[src/rtl/seq_control.sv]
// seq_control: timing-step sequencer and control-strobe decoder for a basic accumulator CPU.
// Ports:
//    clk, rst                    clock, synchronous active-high reset
//    ir[15:0]                    instruction register (I, opcode, address/register-ref bits)
//    ac_neg, ac_zero, e_in,      status flags used by skip instructions
//    dr_zero
//    sc[3:0]                     current timing step
//    alu_select[2:0], bus_sel    ALU operation and common-bus source
//    ld_*/inr_*/clr_*/cme/mem_wr one-cycle register/memory strobes
//    halted                      set by HLT, cleared only by rst
// Optional feature: define SEQ_INDIRECT_EN to enable the T3 indirect address fetch.
module seq_control (
   input  logic        clk,
   input  logic        rst,
   input  logic [15:0] ir,
   input  logic        ac_neg,
   input  logic        ac_zero,
   input  logic        e_in,
   input  logic        dr_zero,
   output logic [3:0]  sc,
   output logic [2:0]  alu_select,
   output logic [2:0]  bus_sel,
   output logic        ld_ar,
   output logic        ld_ir,
   output logic        ld_dr,
   output logic        inr_dr,
   output logic        inr_pc,
   output logic        ld_pc,
   output logic        ld_ac,
   output logic        clr_ac,
   output logic        inr_ac,
   output logic        ld_e,
   output logic        clr_e,
   output logic        cme,
   output logic        mem_wr,
   output logic        halted
);
   logic [3:0] sc_q, sc_d;
   logic       halted_q, halted_d;
   logic       i_q;
   logic [2:0] op_q;
   logic       clr_sc;
   always_comb begin
      {alu_select, bus_sel} = '0;
      {ld_ar, ld_ir, ld_dr, inr_dr, inr_pc, ld_pc, ld_ac, clr_ac, inr_ac, ld_e, clr_e, cme, mem_wr} = '0;
      clr_sc   = 1'b0;
      halted_d = halted_q;
      if (!halted_q) begin
         if (sc_q == 4'd0) begin
            bus_sel = 3'd2;
            ld_ar   = 1'b1;
         end else if (sc_q == 4'd1) begin
            bus_sel = 3'd7;
            ld_ir   = 1'b1;
            inr_pc  = 1'b1;
         end else if (sc_q == 4'd2) begin
            bus_sel = 3'd5;
            ld_ar   = 1'b1;
         end else if (sc_q == 4'd3) begin
            if (op_q == 3'd7) begin
               clr_sc = 1'b1;
               // Register-reference: only the highest set bit of ir[11:0] executes
               if (!i_q)
                  casez (ir[11:0])
                     12'b1???????????: clr_ac = 1'b1;
                     12'b01??????????: clr_e = 1'b1;
                     12'b001?????????: begin alu_select = 3'd4; ld_ac = 1'b1; end
                     12'b0001????????: cme = 1'b1;
                     12'b00001???????: begin alu_select = 3'd5; ld_ac = 1'b1; ld_e = 1'b1; end
                     12'b000001??????: begin alu_select = 3'd6; ld_ac = 1'b1; ld_e = 1'b1; end
                     12'b0000001?????: inr_ac = 1'b1;
                     12'b00000001????: inr_pc = !ac_neg;
                     12'b000000001???: inr_pc = ac_neg;
                     12'b0000000001??: inr_pc = ac_zero;
                     12'b00000000001?: inr_pc = !e_in;
                     12'b000000000001: halted_d = 1'b1;
                     default: ;
                  endcase
            end
`ifdef SEQ_INDIRECT_EN
            else if (i_q) begin
               bus_sel = 3'd7;
               ld_ar   = 1'b1;
            end
`endif
         end else if (sc_q == 4'd4) begin
            if (op_q <= 3'd2 || op_q == 3'd6) begin
               bus_sel = 3'd7;
               ld_dr   = 1'b1;
            end else if (op_q == 3'd3) begin
               bus_sel = 3'd4;
               mem_wr  = 1'b1;
               clr_sc  = 1'b1;
            end else if (op_q == 3'd4) begin
               bus_sel = 3'd1;
               ld_pc   = 1'b1;
               clr_sc  = 1'b1;
            end else if (op_q == 3'd5) begin
               bus_sel = 3'd2;
               mem_wr  = 1'b1;
            end
         end else if (sc_q == 4'd5) begin
            if (op_q <= 3'd2) begin
               alu_select = op_q == 3'd0 ? 3'd2 : op_q == 3'd1 ? 3'd1 : 3'd3;
               ld_ac      = 1'b1;
               ld_e       = op_q == 3'd1;
               clr_sc     = 1'b1;
            end else if (op_q == 3'd5) begin
               bus_sel = 3'd1;
               ld_pc   = 1'b1;
               inr_pc  = 1'b1;
               clr_sc  = 1'b1;
            end else if (op_q == 3'd6)
               inr_dr = 1'b1;
         end else if (sc_q == 4'd6 && op_q == 3'd6) begin
            bus_sel = 3'd3;
            mem_wr  = 1'b1;
            inr_pc  = dr_zero;
            clr_sc  = 1'b1;
         end
      end
      // Saturating at T6 keeps sc within 0..6 even for an unexpected opcode path
      sc_d = (halted_q || clr_sc || sc_q >= 4'd6) ? 4'd0 : sc_q + 4'd1;
   end
   always_ff @(posedge clk) begin
      if (rst) begin
         sc_q     <= 4'd0;
         halted_q <= 1'b0;
         i_q      <= 1'b0;
         op_q     <= 3'd0;
      end else begin
         sc_q     <= sc_d;
         halted_q <= halted_d;
         if (sc_q == 4'd2 && !halted_q) begin
            i_q  <= ir[15];
            op_q <= ir[14:12];
         end
      end
   end
   assign sc     = sc_q;
   assign halted = halted_q;
endmodule

[config.mk]
export PLATFORM = sky130hd
export DESIGN_NAME = seq_control
export DESIGN_NICKNAME = d
export VERILOG_FILES = /design/src/rtl/seq_control.sv
export SDC_FILE = /design/constraint.sdc
export NUM_CORES = 1
export LEC_CHECK = 0
export ABC_AREA = 1
export BUFFER_PORTS_ARGS = -buffer_cell sky130_fd_sc_hd__buf_2
export CAP_MARGIN = 20
export CORE_ASPECT_RATIO = 0.75
export CORE_UTILIZATION = 26
export DETAILED_ROUTE_END_ITERATION = 10
export PLACE_DENSITY = 0.46
export SKIP_LAST_GASP = 1
export SLEW_MARGIN = 0
export SYNTH_ARGS = -nofsm -noshare
export SYNTH_HDL_FRONTEND = slang
export SYNTH_SLANG_ARGS = --single-unit
[constraint.sdc]
create_clock -name clk -period 4.5 [get_ports clk]
set_input_delay 0.9 -clock clk [delete_from_list [all_inputs] [get_ports clk]]
set_output_delay 0.9 -clock clk [all_outputs]
set_load 0.02 [all_outputs]
After elaboration in Yosys (flattened, before gate mapping)

Cells that the tools add are included.

$add $sub $neg: 1
Magnitude comparators: 2
Equal/unequal tests: 23
Mux-type cells: 158
Reduce and logical (&&, ||, !) cells: 13

Operators by type and width:

| cell                                                            | count |
|---|---|
| 2-to-1 mux 1 bit                                                | 132 |
| 2-to-1 mux 3 bit                                                | 16 |
| 2-to-1 mux 2 bit                                                | 8 |
| equality test 12 x 1 -> 1 bit (second input constant)           | 1 |
| equality test 3 bit (second input constant)                     | 4 |
| equality test 4 x 3 -> 1 bit (second input constant)            | 3 |
| equality test 11 x 1 -> 1 bit (second input constant)           | 1 |
| equality test 10 x 1 -> 1 bit (second input constant)           | 1 |
| equality test 9 x 1 -> 1 bit (second input constant)            | 1 |
| case mux 3 bit (3 select lines)                                 | 1 |
| equality test 4 x 1 -> 1 bit (second input constant)            | 2 |
| equality test 4 x 2 -> 1 bit (second input constant)            | 2 |
| equality test 8 x 1 -> 1 bit (second input constant)            | 1 |
| equality test 7 x 1 -> 1 bit (second input constant)            | 1 |
| equality test 3 x 1 -> 1 bit (second input constant)            | 2 |
| equality test 6 x 1 -> 1 bit (second input constant)            | 1 |
| equality test 5 x 1 -> 1 bit (second input constant)            | 1 |
| adder 4 x 1 -> 4 bit (second input constant)                    | 1 |
| >= comparator 4 x 3 -> 1 bit (second input constant)            | 1 |
| logical NOT 4 bit                                               | 1 |
| case mux 1 bit (4 select lines)                                 | 1 |
| OR reduction 2 bit                                              | 2 |
| equality test 3 x 2 -> 1 bit (second input constant)            | 1 |
| less-or-equal comparator 3 x 2 -> 1 bit (second input constant) | 1 |
| other kinds (6)                                                 | 11 |

Flip-flop bits (word level): 9
Bits of input ports: 22
Output and inout port bits: 24
Word-level logic and storage cells: 201

Logic depth before layout (Yosys ltp)

Gate-level depths: netlist of run 1.

Depth after elaboration: 13
Mapped depth: 12
Gate-level depth less buffers: 12

Worst setup path before layout of run 1

Ideal clock, no wire load.

Kind: input -> output
Start point: in ir[9]
End point: out inr_ac
Arrival: 1906 ps
Required time: 3600 ps
Slack: 1694 ps
Cell stages on the path: 3
Path buffers: 0
Cells stage by stage: nor3_1 nand4_1 nor4_1

Cells in the longest elaborated chain, start to end: 9

Ends and longest elaborated chain:

| item                         | RTL line | RTL |
|---|---|---|
| start, declared              | 15       | `input logic [15:0] ir,` |
| equality test 7 x 1 -> 1 bit | 64       | `casez (ir[11:0])` |
| 2-to-1 mux 1 bit             | 64       |  |
| 2-to-1 mux 1 bit             | 63       | `if (!i_q)` |
| 2-to-1 mux 1 bit             | 60       | `if (op_q == 3'd7) begin` |
| 2-to-1 mux 1 bit             | 59       | `end else if (sc_q == 4'd3) begin` |
| 2-to-1 mux 1 bit             | 56       | `end else if (sc_q == 4'd2) begin` |
| 2-to-1 mux 1 bit             | 52       | `end else if (sc_q == 4'd1) begin` |
| 2-to-1 mux 1 bit             | 49       | `if (sc_q == 4'd0) begin` |
| 2-to-1 mux 1 bit             | 48       | `if (!halted_q) begin` |
| end, declared                | 31       | `output logic inr_ac,` |

Every way passes these cells.

Final worst setup path of run 1

Start point: in ir[9]
End point: out inr_pc

Cells in the longest elaborated chain, start to end: 9
Elaborated cells on any way between the ends: 12
Classes of those cells: eq/ne: 4; mux: 8

Ends and longest elaborated chain:

| item                                                        | RTL line | RTL |
|---|---|---|
| equality test 11 x 1 -> 1 bit, or another cell as far along | 64       |  |
| case mux 1 bit (4 select lines) *                           | 64       |  |
| 2-to-1 mux 1 bit *                                          | 63       |  |
| 2-to-1 mux 1 bit *                                          | 60       |  |
| 2-to-1 mux 1 bit *                                          | 59       |  |
| 2-to-1 mux 1 bit *                                          | 56       |  |
| 2-to-1 mux 1 bit *                                          | 52       |  |
| 2-to-1 mux 1 bit *                                          | 49       |  |
| 2-to-1 mux 1 bit *                                          | 48       |  |
| end, declared                                               | 27       | `output logic inr_pc,` |

Mark *: on every way between the ends. The rest lies on a longest branch, timed or not.

==> reports/results.tsv, run 1 <==
stage	metric	value	unit
outcome	outcome	finished clean	
layout	drive_above_1_share	28.7	%
clock_network	cts_sinks	9	
critical_path	critical_path.top_delay_family	simple AND/OR/NAND/NOR gates	
sta	worstMarginPinSlew	498	ps
global_routing	overflow	0	
critical_path	cp_common_cell	nand2_1	
drt	dr.pass1.iters	4	
synthesis	yosysSeqAreaShare	17.9	%
drt	drt_iter0_markers	67	
layout	multi_input_area	719	um^2
sta	setup_slack	1470	ps
global_routing	antenna_found_initial	0	
critical_path	rrSetupSlack	2830	ps
critical_path	worst-setup-path-type	in2out	
clock_network	numCtsBuffers	3	
sta	setup_violations	0	
synthesis	syn-num-nets	200	
sta	slew_violations	0	
clock_network	clockBufferDepth	2	
synthesis	synth-seq-cells	9	
synthesis	synth_cell_types	25	
global_routing	grt_pass1_vias	1134	
hold_path	hold_class	reg2reg	
pwr	p_per_area	179	mW/mm^2
critical_path	cpPeakStageDelay	340	ps
placement	io_buffers	45	
layout	num-fill-cells	406	
synthesis	synthCells	174	
placement	place_inst	271	
sta	hold_viol	0	
global_routing	grt_usage	16.6	%
sta	min_period_over_period	67.3	%
floorplan	pin_count	46	
global_routing	grt_max_degree	10	
layout	seq_area	180	um^2
floorplan	fp.dieW	73.8	um
synthesis	yosysWarnings	0	
synthesis	syn_avg_cell_area	5.77	um^2
sta	finalSetupTns	0	ps
sta	fmax	0.330	GHz
critical_path	crit_buf_inv	2	
critical_path	critPathLaunchType	primary input	
drt	vias	1227	
floorplan	rows	19	
layout	fin_util	36.4	%
synthesis	async_reset_ff_share	0	%
layout	instances_no_fill	275	
hold_path	hold_end	sc[0]$_SDFF_PP0_	
drt	ant_nets	0	
synthesis	ys_dominant_reg_cell	dfxtp_1	
sta	fin_skew	3.79	ps
critical_path	reg2reg_to	sc[0]$_SDFF_PP0_	
floorplan	die_area	0.00412	mm^2
floorplan	initial_core_util	27.3	%
clock_network	cts_resized	0	
placement	gp_congestion	0.826	
layout	n_antenna_cell	0	
critical_path	crit_path_top_delay_cell	nor3_1	
drt	drc	0	
pwr	leakage	0.687	nW
clock_network	cts_hold_buf	0	
floorplan	core	0.00368	mm^2
floorplan	die_h	55.8	um
critical_path	crit_path_end_kind	output port	
clock_network	post_cts_buffers	0	
layout	areaGrowthSynthToFinish	33.5	%
critical_path	path_max_fanout	4	
drt	wl	3130	um
critical_path	cp_cell_sequence	buf_2 > nor2_1 > nand2_1 > nor3_1 > nand2_1 > nand2_1 > nand2_1 > nand2_1 > buf_2	
job	cap_viol_max_count	0	
placement	place_ws	1520	ps
synthesis	synth_edf_count	0	
clock_network	clkLatencyLatePin	240	ps
clock_network	clk_pin_slew_worst_paths	50	ps
sta	period_minus_slack	3030	ps
sta	relSlewSlack	66.4	%
layout	nets	250	
synthesis	netlist_area	0.00100	mm^2
hold_path	whs_path_depth	1	
sta	rsz0062_at_grt	false	
clock_network	cts_tree	yes	
critical_path	cp.required	3600	ps
placement	hpwl	2640	um
global_routing	grt_pass1_wl	5310	um
critical_path	reg2reg_from	sc[1]$_SDFF_PP0_	
drt	vias_per_cell	4.46	
drt	wl_per_cell	11.4	um
critical_path	rr_worst_depth	10	
clock_network	cts-root-buf	clkbuf_8	
clock_network	htree_levels	1	
pwr	peakVddDrop	0.145	mV
hold_path	min_from	sc[0]$_SDFF_PP0_	
critical_path	crit_arrival	2130	ps
==> through the flow <==
step	power (mW)	area, um^2	hold WS, ps
floorplan	0.121	1000	470
global placement	0.145	1290	472
detailed placement	0.144	1290	469
CTS	0.242	1340	482
global route	0.257	1340	512
finish	0.241	1340	478
==> routing by layer <==
layer | up-vias | track usage (%) | wire [um]
met5 | - | 0 | 0
met4 | 0 | 3.85 | 14
met3 | 2 | 2.90 | 138
met2 | 27 | 22.0 | 1210
met1 | 520 | 26.9 | 1770
li1 | 678 | - | -
==> kinds of logic after synthesis <==
logic type,after synthesis,share of synthesized area [%]
DFF,9,17.9
xor gates and xnor gates,1,0.872
other,1,0.373
buffers and inverters,28,10.5
and+or+nand+nor,102,49.2
adders and majority gates,4,4.98
AOI/OAI and AO/OA,29,16.2
==> cell type report <==
class / count / share of cell area (%)
tap: 52 / 4.85
sequential: 9 / 13.4
clock buffer: 3 / 3.08
inverter: 28 / 7.84
multi-input combinational: 137 / 53.6
timing repair buffer: 45 / 16.8
clock inverter: 1 / 0.373
==> cell usage after synthesis (2+ instances only) <==
library cell / n / area [um^2]
dfxtp_1: 9 / 180
nor2_1: 24 / 90.1
a21oi_1: 14 / 70.1
nand2_4: 2 / 22.5
nor4_1: 5 / 31.3
inv_1: 25 / 93.8
o21ai_1: 2 / 10.0
or2_2: 2 / 12.5
o21ai_0: 9 / 45.0
nor2_4: 3 / 33.8
inv_2: 2 / 7.51
nand2_2: 4 / 25.0
nand2_1: 32 / 120
nand3_1: 14 / 70.1
ha_1: 4 / 50.1
o22ai_1: 2 / 12.5
nor3_1: 10 / 50.1
nand4_1: 4 / 25.0
==> worst reg2reg max path, stage by stage (launching register included) <==
cell     delay (ps)
dfxtp_1         410
inv_1            90
ha_1            230
nand2_1         140
inv_1           110
nor2_4          120
inv_2            60
nor3_1          170
nand2_1         100
nand2_2         100
nor2_1           40
==> report_power, final <==
part	total (mW)	switching, mW	internal [mW]
Clock	0.0979	0.0371	0.0608
Combinational	0.0579	0.0365	0.0215
Sequential	0.0849	0.00287	0.0820
Total	0.241	0.0764	0.164
==> cell usage in the layout, fill, tap and decap left out, types with 4 or more instances in the layout <==
| cell | synthesis | layout |
|---|---|---|
| inv_1 | 25 | 25 |
| a21oi_1 | 14 | 14 |
| o21ai_0 | 9 | 9 |
| nand4_1 | 4 | 4 |
| nand3_1 | 14 | 14 |
| ha_1 | 4 | 4 |
| nor2_1 | 24 | 24 |
| nand2_1 | 32 | 32 |
| nand2_2 | 4 | 4 |
| dfxtp_1 | 9 | 9 |
| nor4_1 | 5 | 5 |
| buf_2 | 0 | 45 |
| nor3_1 | 10 | 10 |
==> worst max path at each step <==
stage               startpoint      to  slack [ps]  cells after the start
floorplan                ir[9]  inr_ac        1690                      3
global placement         ir[9]  inr_pc        1560                      9
detailed placement       ir[9]  inr_pc        1520                      9
CTS                      ir[9]  inr_pc        1510                      9
global route             ir[9]  inr_pc        1350                      9
finish                   ir[9]  inr_pc        1470                      9
==> sequential cells by signal (all words and copies together) (netlist names) <==
register,count
halted,1
op_q,3
sc,4
i_q,1
No activity file was read; power rests on OpenSTA's default activity.
==> inputs of run 2 (changes only) <==
PLACE_DENSITY = 0.47   (was 0.46)
clock period = 2.5 ns   (was 4.5 ns; I/O delays follow)
==> run 2 against run 1 <==
Against the previous run:
- clock power up 70%
- first-iteration DRC count down 7.5%
- sequential share of layout area about the same
- combinational power up 85%
- critical path depth down 1
- final area up 1.2%
- wire length up 1.3%
- die area unchanged
- non-clock buffer count up 1
- via count up 4.9%
- register-to-register slack worse by 1900 ps
- clock skew down 0.70 ps
- critical path type is now reg2out
- critical endpoint is now ld_ac
==> reports/results.tsv, run 2 (synthesis results as in run 1) <==
stage	metric	value	unit	change
outcome	outcome	finished clean		unchanged
drt	drc	0		unchanged
floorplan	fp.dieW	73.8	um	unchanged
drt	wl_per_cell	11.5	um	was 11.4 um
pwr	p_per_area	314	mW/mm^2	was 179 mW/mm^2
hold_path	hold_end	halted$_SDFF_PP0_		was sc[0]$_SDFF_PP0_
sta	setup_violations	0		unchanged
critical_path	reg2reg_from	sc[0]$_SDFF_PP0_		was sc[1]$_SDFF_PP0_
layout	drive_above_1_share	29.5	%	was 28.7%
critical_path	cp.required	2000	ps	was 3600 ps
global_routing	grt_pass1_vias	1139		was 1,134
critical_path	rr_worst_depth	8		was 10
clock_network	post_cts_buffers	0		unchanged
layout	n_antenna_cell	0		unchanged
floorplan	core	0.00368	mm^2	unchanged
placement	hpwl	2720	um	was 2640 um
placement	placed_area	0.00130	mm^2	was 0.00129 mm^2
layout	design_area	0.00136	mm^2	was 0.00134 mm^2
sta	rsz0062_at_grt	true		was false
floorplan	pin_count	46		unchanged
critical_path	critPathLaunchType	register		was primary input
layout	nets	251		was 250
critical_path	critical_path.top_delay_family	simple AND/OR/NAND/NOR gates		unchanged
critical_path	crit_buf_inv	2		unchanged
drt	ant_nets	0		unchanged
critical_path	reg2reg_to	sc[0]$_SDFF_PP0_		unchanged
placement	place_inst	272		was 271
layout	largest_reg_flops	4		unchanged
layout	final_common_cell	buf_2		unchanged
clock_network	cts_tree	yes		unchanged
clock_network	cts_resized	0		unchanged
hold_path	min_from	rst		was sc[0]$_SDFF_PP0_
sta	worstMarginPinSlew	508	ps	was 498 ps
drt	drt_iter0_markers	62		was 67
floorplan	die_h	55.8	um	unchanged
clock_network	clockBufferDepth	2		unchanged
drt	dr.pass1.iters	4		unchanged
hold_path	hold_class	in2reg		was reg2reg
layout	final_cell_mix	buf_2 (44), nand2_1 (32), inv_1 (25)		was buf_2 (45), nand2_1 (32), inv_1 (25)
global_routing	overflow	0		unchanged
critical_path	cpPeakStageDelay	360	ps	was 340 ps
clock_network	clkLatencyLatePin	230	ps	was 240 ps
pwr	peakVddDrop	0.380	mV	was 0.145 mV
clock_network	cts_hold_buf	0		unchanged
critical_path	rrSetupSlack	940	ps	was 2830 ps
global_routing	grt_pass1_wl	5240	um	was 5310 um
sta	relSlewSlack	65.8	%	was 66.4%
sta	fin_skew	3.09	ps	was 3.79 ps
critical_path	crit_path_top_delay_cell	dfxtp_2		was nor3_1
sta	hold_viol	0		unchanged
floorplan	rows	19		unchanged
sta	min_period_over_period	95.0	%	
critical_path	crit_path_end_kind	output port		unchanged
placement	io_buffers	45		unchanged
clock_network	cts-root-buf	clkbuf_8		unchanged
global_routing	grt_max_degree	10		unchanged
critical_path	crit_arrival	1870	ps	was 2130 ps
global_routing	grt_usage	16.3	%	was 16.6%
sta	period_minus_slack	2370	ps	
clock_network	cts_sinks	9		unchanged
job	cap_viol_max_count	0		unchanged
layout	areaGrowthSynthToFinish	35.1	%	was 33.5%
pwr	leakage	0.691	nW	was 0.687 nW
clock_network	numCtsBuffers	3		unchanged
drt	wl	3180	um	was 3130 um
placement	gp_congestion	0.852		was 0.826
sta	setup_slack	126	ps	was 1470 ps
sta	fmax	0.421	GHz	
floorplan	die_area	0.00412	mm^2	unchanged
sta	finalSetupTns	0	ps	unchanged
critical_path	worst-setup-path-type	reg2out		was in2out
drt	vias	1287		was 1,227
global_routing	antenna_found_initial	0		unchanged
clock_network	htree_levels	1		unchanged
critical_path	cp_cell_sequence	inv_1 > ha_1 > nand2_1 > nand2_4 > nor2_4 > nand3_1 > o21ai_1 > buf_2		was buf_2 > nor2_1 > nand2_1 > nor3_1 > nand2_1 > nand2_1 > nand2_1 > nand2_1 > buf_2
clock_network	clk_pin_slew_worst_paths	50	ps	about the same
placement	place_ws	281	ps	was 1520 ps
drt	vias_per_cell	4.66		was 4.46
hold_path	whs_path_depth	2		was 1
sta	slew_violations	0		unchanged
layout	instances_no_fill	276		was 275
floorplan	initial_core_util	27.3	%	unchanged
critical_path	path_max_fanout	8		was 4
-- run 2: changes by cell type in the layout (fill, tap and decap cells not counted), sizes merged --
| cell | change |
|---|---|
| buf | +1 |
| clkbuf | +1 |
| clkinv | -1 |
-- run 2: how the worst max path moves through the flow --
stage / from / end / depth (start not counted)
CTS: sc[0]$_SDFF_PP0_ / ld_ac / 8
finish: sc[0]$_SDFF_PP0_ / ld_ac / 8
global route: op_q[0]$_SDFFE_PP0P_ / inr_pc / 9
detailed placement: sc[0]$_SDFF_PP0_ / ld_ac / 8
floorplan: sc[0]$_SDFF_PP0_ / clr_e / 5
global placement: sc[0]$_SDFF_PP0_ / ld_ac / 8
-- run 2: report_power, final --
part	switching [mW]	internal, mW	total (mW)
sequential	0.00512	0.148	0.153
combinational	0.0669	0.0400	0.107
clock	0.0550	0.111	0.166
-- run 2: layer usage --
metal  vias up  track usage [%]  wire length [um]
met2        43             22.4              1220
met4         0             1.65                 0
li1        673                -                 -
met5         -                0                 0
met3         0             4.35               222
met1       571             25.7              1730
-- run 2: layout make-up --
type	instances	area, um^2
inverters	28	105
well taps	52	65.1
clock buffers	4	45.0
multi-input cells	137	724
repair buffers	46	235
fillers	435	2330
flip-flops and latches	9	183
-- run 2: worst register-to-register path, cell delays in order (launching register included) --
cell	delay (ps)
dfxtp_2	360
inv_1	70
ha_1	280
nand2_1	210
inv_1	90
nor3_1	210
nand2_1	100
nand2_2	90
nor2_1	40
-- run 2: per-stage QoR --
stage	hold slack, ps	utilization (%)	power (mW)
finish	446	36.8	0.426
detailed placement	483	35.3	0.261
global placement	472	35.3	0.263
CTS	445	36.6	0.434
floorplan	470	-	0.218
global route	442	36.8	0.458
==> inputs of run 3 (changes only) <==
PLACE_DENSITY = 0.51   (was 0.47)
RECOVER_POWER = 50   (was default)
==> run 3 against run 2 <==
Against the previous run:
- utilization stayed put
- combinational power hardly changed
- sequential share of layout area stayed put
- worst hold slack worse by 5.6 ps
- global-route usage is 0.36 points lower
- critical path depth is 2 lower
- cell count is 0.36% higher
- wire length is 1.6% lower
- die area stayed put
==> reports/results.tsv, run 3 (synthesis results as in run 1) <==
stage	metric	value	unit	change
drt	vias	1244		was 1,287
outcome	outcome	finished clean		unchanged
job	cap_viol_max_count	0		unchanged
global_routing	busiest_layer	met1		unchanged
critical_path	cp.required	2000	ps	about the same
sta	rsz0062_at_grt	false		was true
clock_network	clk_pin_slew_worst_paths	40	ps	was 50 ps
global_routing	grt_use_met2	22.7	%	was 22.4%
placement	io_buffers	45		unchanged
clock_network	clkLatencyLatePin	230	ps	about the same
critical_path	path_max_fanout	5		was 8
critical_path	cpPeakStageDelay	350	ps	was 360 ps
clock_network	cts_sinks	9		unchanged
layout	n_antenna_cell	0		unchanged
floorplan	die_area	0.00412	mm^2	unchanged
clock_network	htree_levels	1		unchanged
critical_path	crit_path_top_delay_cell	dfxtp_2		unchanged
layout	largest_reg_flops	4		unchanged
pwr	p_clk_share	38.3	%	was 38.9%
critical_path	crit_buf_inv	2		unchanged
clock_network	numCtsBuffers	3		unchanged
critical_path	crit_path_end_kind	output port		unchanged
layout	final_cell_mix	buf_2 (39), nand2_1 (30), inv_1 (25)		was buf_2 (44), nand2_1 (32), inv_1 (25)
layout	final_common_cell	buf_2		unchanged
drt	wl_per_cell	11.3	um	was 11.5 um
critical_path	critical_path.top_delay_family	simple AND/OR/NAND/NOR gates		unchanged
floorplan	core	0.00368	mm^2	unchanged
drt	ant_nets	0		unchanged
sta	hold_viol	0		unchanged
global_routing	groute.layer.met1.usage	24.7	%	was 25.7%
global_routing	grt_usage	16.0	%	was 16.3%
clock_network	cts_hold_buf	0		unchanged
clock_network	cts-root-buf	clkbuf_8		unchanged
critical_path	worst-setup-path-type	reg2out		unchanged
sta	fmax	0.428	GHz	was 0.421 GHz
sta	finalSetupTns	0	ps	unchanged
floorplan	fp.dieW	73.8	um	unchanged
critical_path	crit_arrival	1840	ps	was 1870 ps
global_routing	overflow	0		unchanged
pwr	p_sw_share	29.3	%	was 29.8%
drt	vias_per_cell	4.49		was 4.66
global_routing	gr-usage-met3	2.36	%	was 4.35%
drt	drt_iter0_markers	39		was 62
sta	setup_violations	0		unchanged
floorplan	rows	19		unchanged
critical_path	critPathLaunchType	register		unchanged
pwr	p_per_area	312	mW/mm^2	was 314 mW/mm^2
floorplan	die_h	55.8	um	unchanged
pwr	p_total	423	uW	was 426 uW
sta	fin_skew	2.20	ps	was 3.09 ps
clock_network	clockBufferDepth	2		unchanged
floorplan	initial_core_util	27.3	%	unchanged
hold_path	hold_class	in2reg		unchanged
global_routing	grt_pass1_vias	1127		was 1,139
pwr	leakage	0.672	nW	was 0.691 nW
global_routing	antenna_found_initial	0		unchanged
global_routing	grt_pass1_wl	5100	um	was 5240 um
layout	areaGrowthSynthToFinish	35.1	%	unchanged
clock_network	cts_tree	yes		unchanged
pwr	internal_power	299	uW	about the same
placement	place_inst	273		was 272
layout	num-fill-cells	411		was 435
pwr	peakVddDrop	0.257	mV	was 0.380 mV
sta	slew_violations	0		unchanged
drt	dr.pass1.iters	4		unchanged
pwr	pwr-share-seq	36.2	%	was 36.0%
placement	gp_congestion	0.845		was 0.852
global_routing	grt_max_degree	10		unchanged
layout	drive_above_1_share	28.4	%	was 29.5%
placement	place_ws	311	ps	was 281 ps
sta	setup_slack	163	ps	was 126 ps
layout	nets	252		was 251
drt	drc	0		unchanged
floorplan	pin_count	46		unchanged
pwr	comb_power_share	25.5	%	was 25.1%
drt	wl	3120	um	was 3180 um
sta	min_period_over_period	93.5	%	was 95.0%
critical_path	cp_cell_sequence	inv_1 > ha_1 > nor2_1 > nand3_1 > nor4_1 > buf_2		was inv_1 > ha_1 > nand2_1 > nand2_4 > nor2_4 > nand3_1 > o21ai_1 > buf_2
clock_network	post_cts_buffers	0		unchanged
layout	instances_no_fill	277		was 276
pwr	p_switching	124	uW	was 127 uW
placement	hpwl	2650	um	was 2720 um
sta	period_minus_slack	2340	ps	was 2370 ps
==> run 3: changes by cell type in the layout (fill, tap and decap cells not counted) <==
cell      before  now
clkbuf_1       1    7
buf_2         44   39
nand2_2        3    6
nand2_1       32   30
nand2_4        3    2
nor2_1        24   23
nor2_2         1    2
==> run 3: final cells by class <==
| class | instances | area [um^2] | area share [%] |
|---|---|---|---|
| tap | 52 | 65.1 | 4.79 |
| sequential | 9 | 183 | 13.5 |
| multi-input combinational | 137 | 727 | 53.5 |
| inverter | 28 | 105 | 7.74 |
| timing repair buffer | 47 | 233 | 17.1 |
| clock buffer | 4 | 45.0 | 3.32 |
==> run 3: repair_timing <==
item                                    in CTS  in global routing
endpoints found under the setup margin       0                  6
endpoints found under the hold margin        0                  0
gates resized for setup                      0                  5
==> run 3: path summary, 6_finish.rpt <==
check                   startpoint                end  slack (ps)  cells past startpoint
setup / recovery  sc[0]$_SDFF_PP0_             inr_ac         160                      6
hold / removal                 rst  halted$_SDFF_PP0_         440                      2
setup reg to reg  sc[0]$_SDFF_PP0_   sc[2]$_SDFF_PP0_         920                     10
hold reg to reg   sc[0]$_SDFF_PP0_   sc[0]$_SDFF_PP0_         450                      1
==> run 3: power by group through the flow <==
stage               clock (mW)  combinational (mW)  sequential, mW
floorplan                    0              0.0607           0.158
global placement             0               0.108           0.155
detailed placement           0               0.107           0.155
CTS                      0.169               0.107           0.153
global route             0.177               0.121           0.154
finish                   0.162               0.108           0.153
==> run 3: layer usage <==
metal / part of all wire [%] / up-vias
met4: 0.38 / 0
met3: 3.8 / 2
li1: - / 679
met2: 39 / 25
met1: 57 / 538
met5: 0 / -
==> run 3: per-stage QoR <==
stage | area [um^2] | util [%] | hold WS (ps)
2_1_floorplan | 1000 | - | 470
3_3_place_gp | 1310 | 35.6 | 466
3_5_place_dp | 1310 | 35.6 | 474
4_1_cts | 1360 | 36.8 | 435
5_1_grt | 1360 | 36.8 | 440
6_report | 1360 | 36.8 | 440
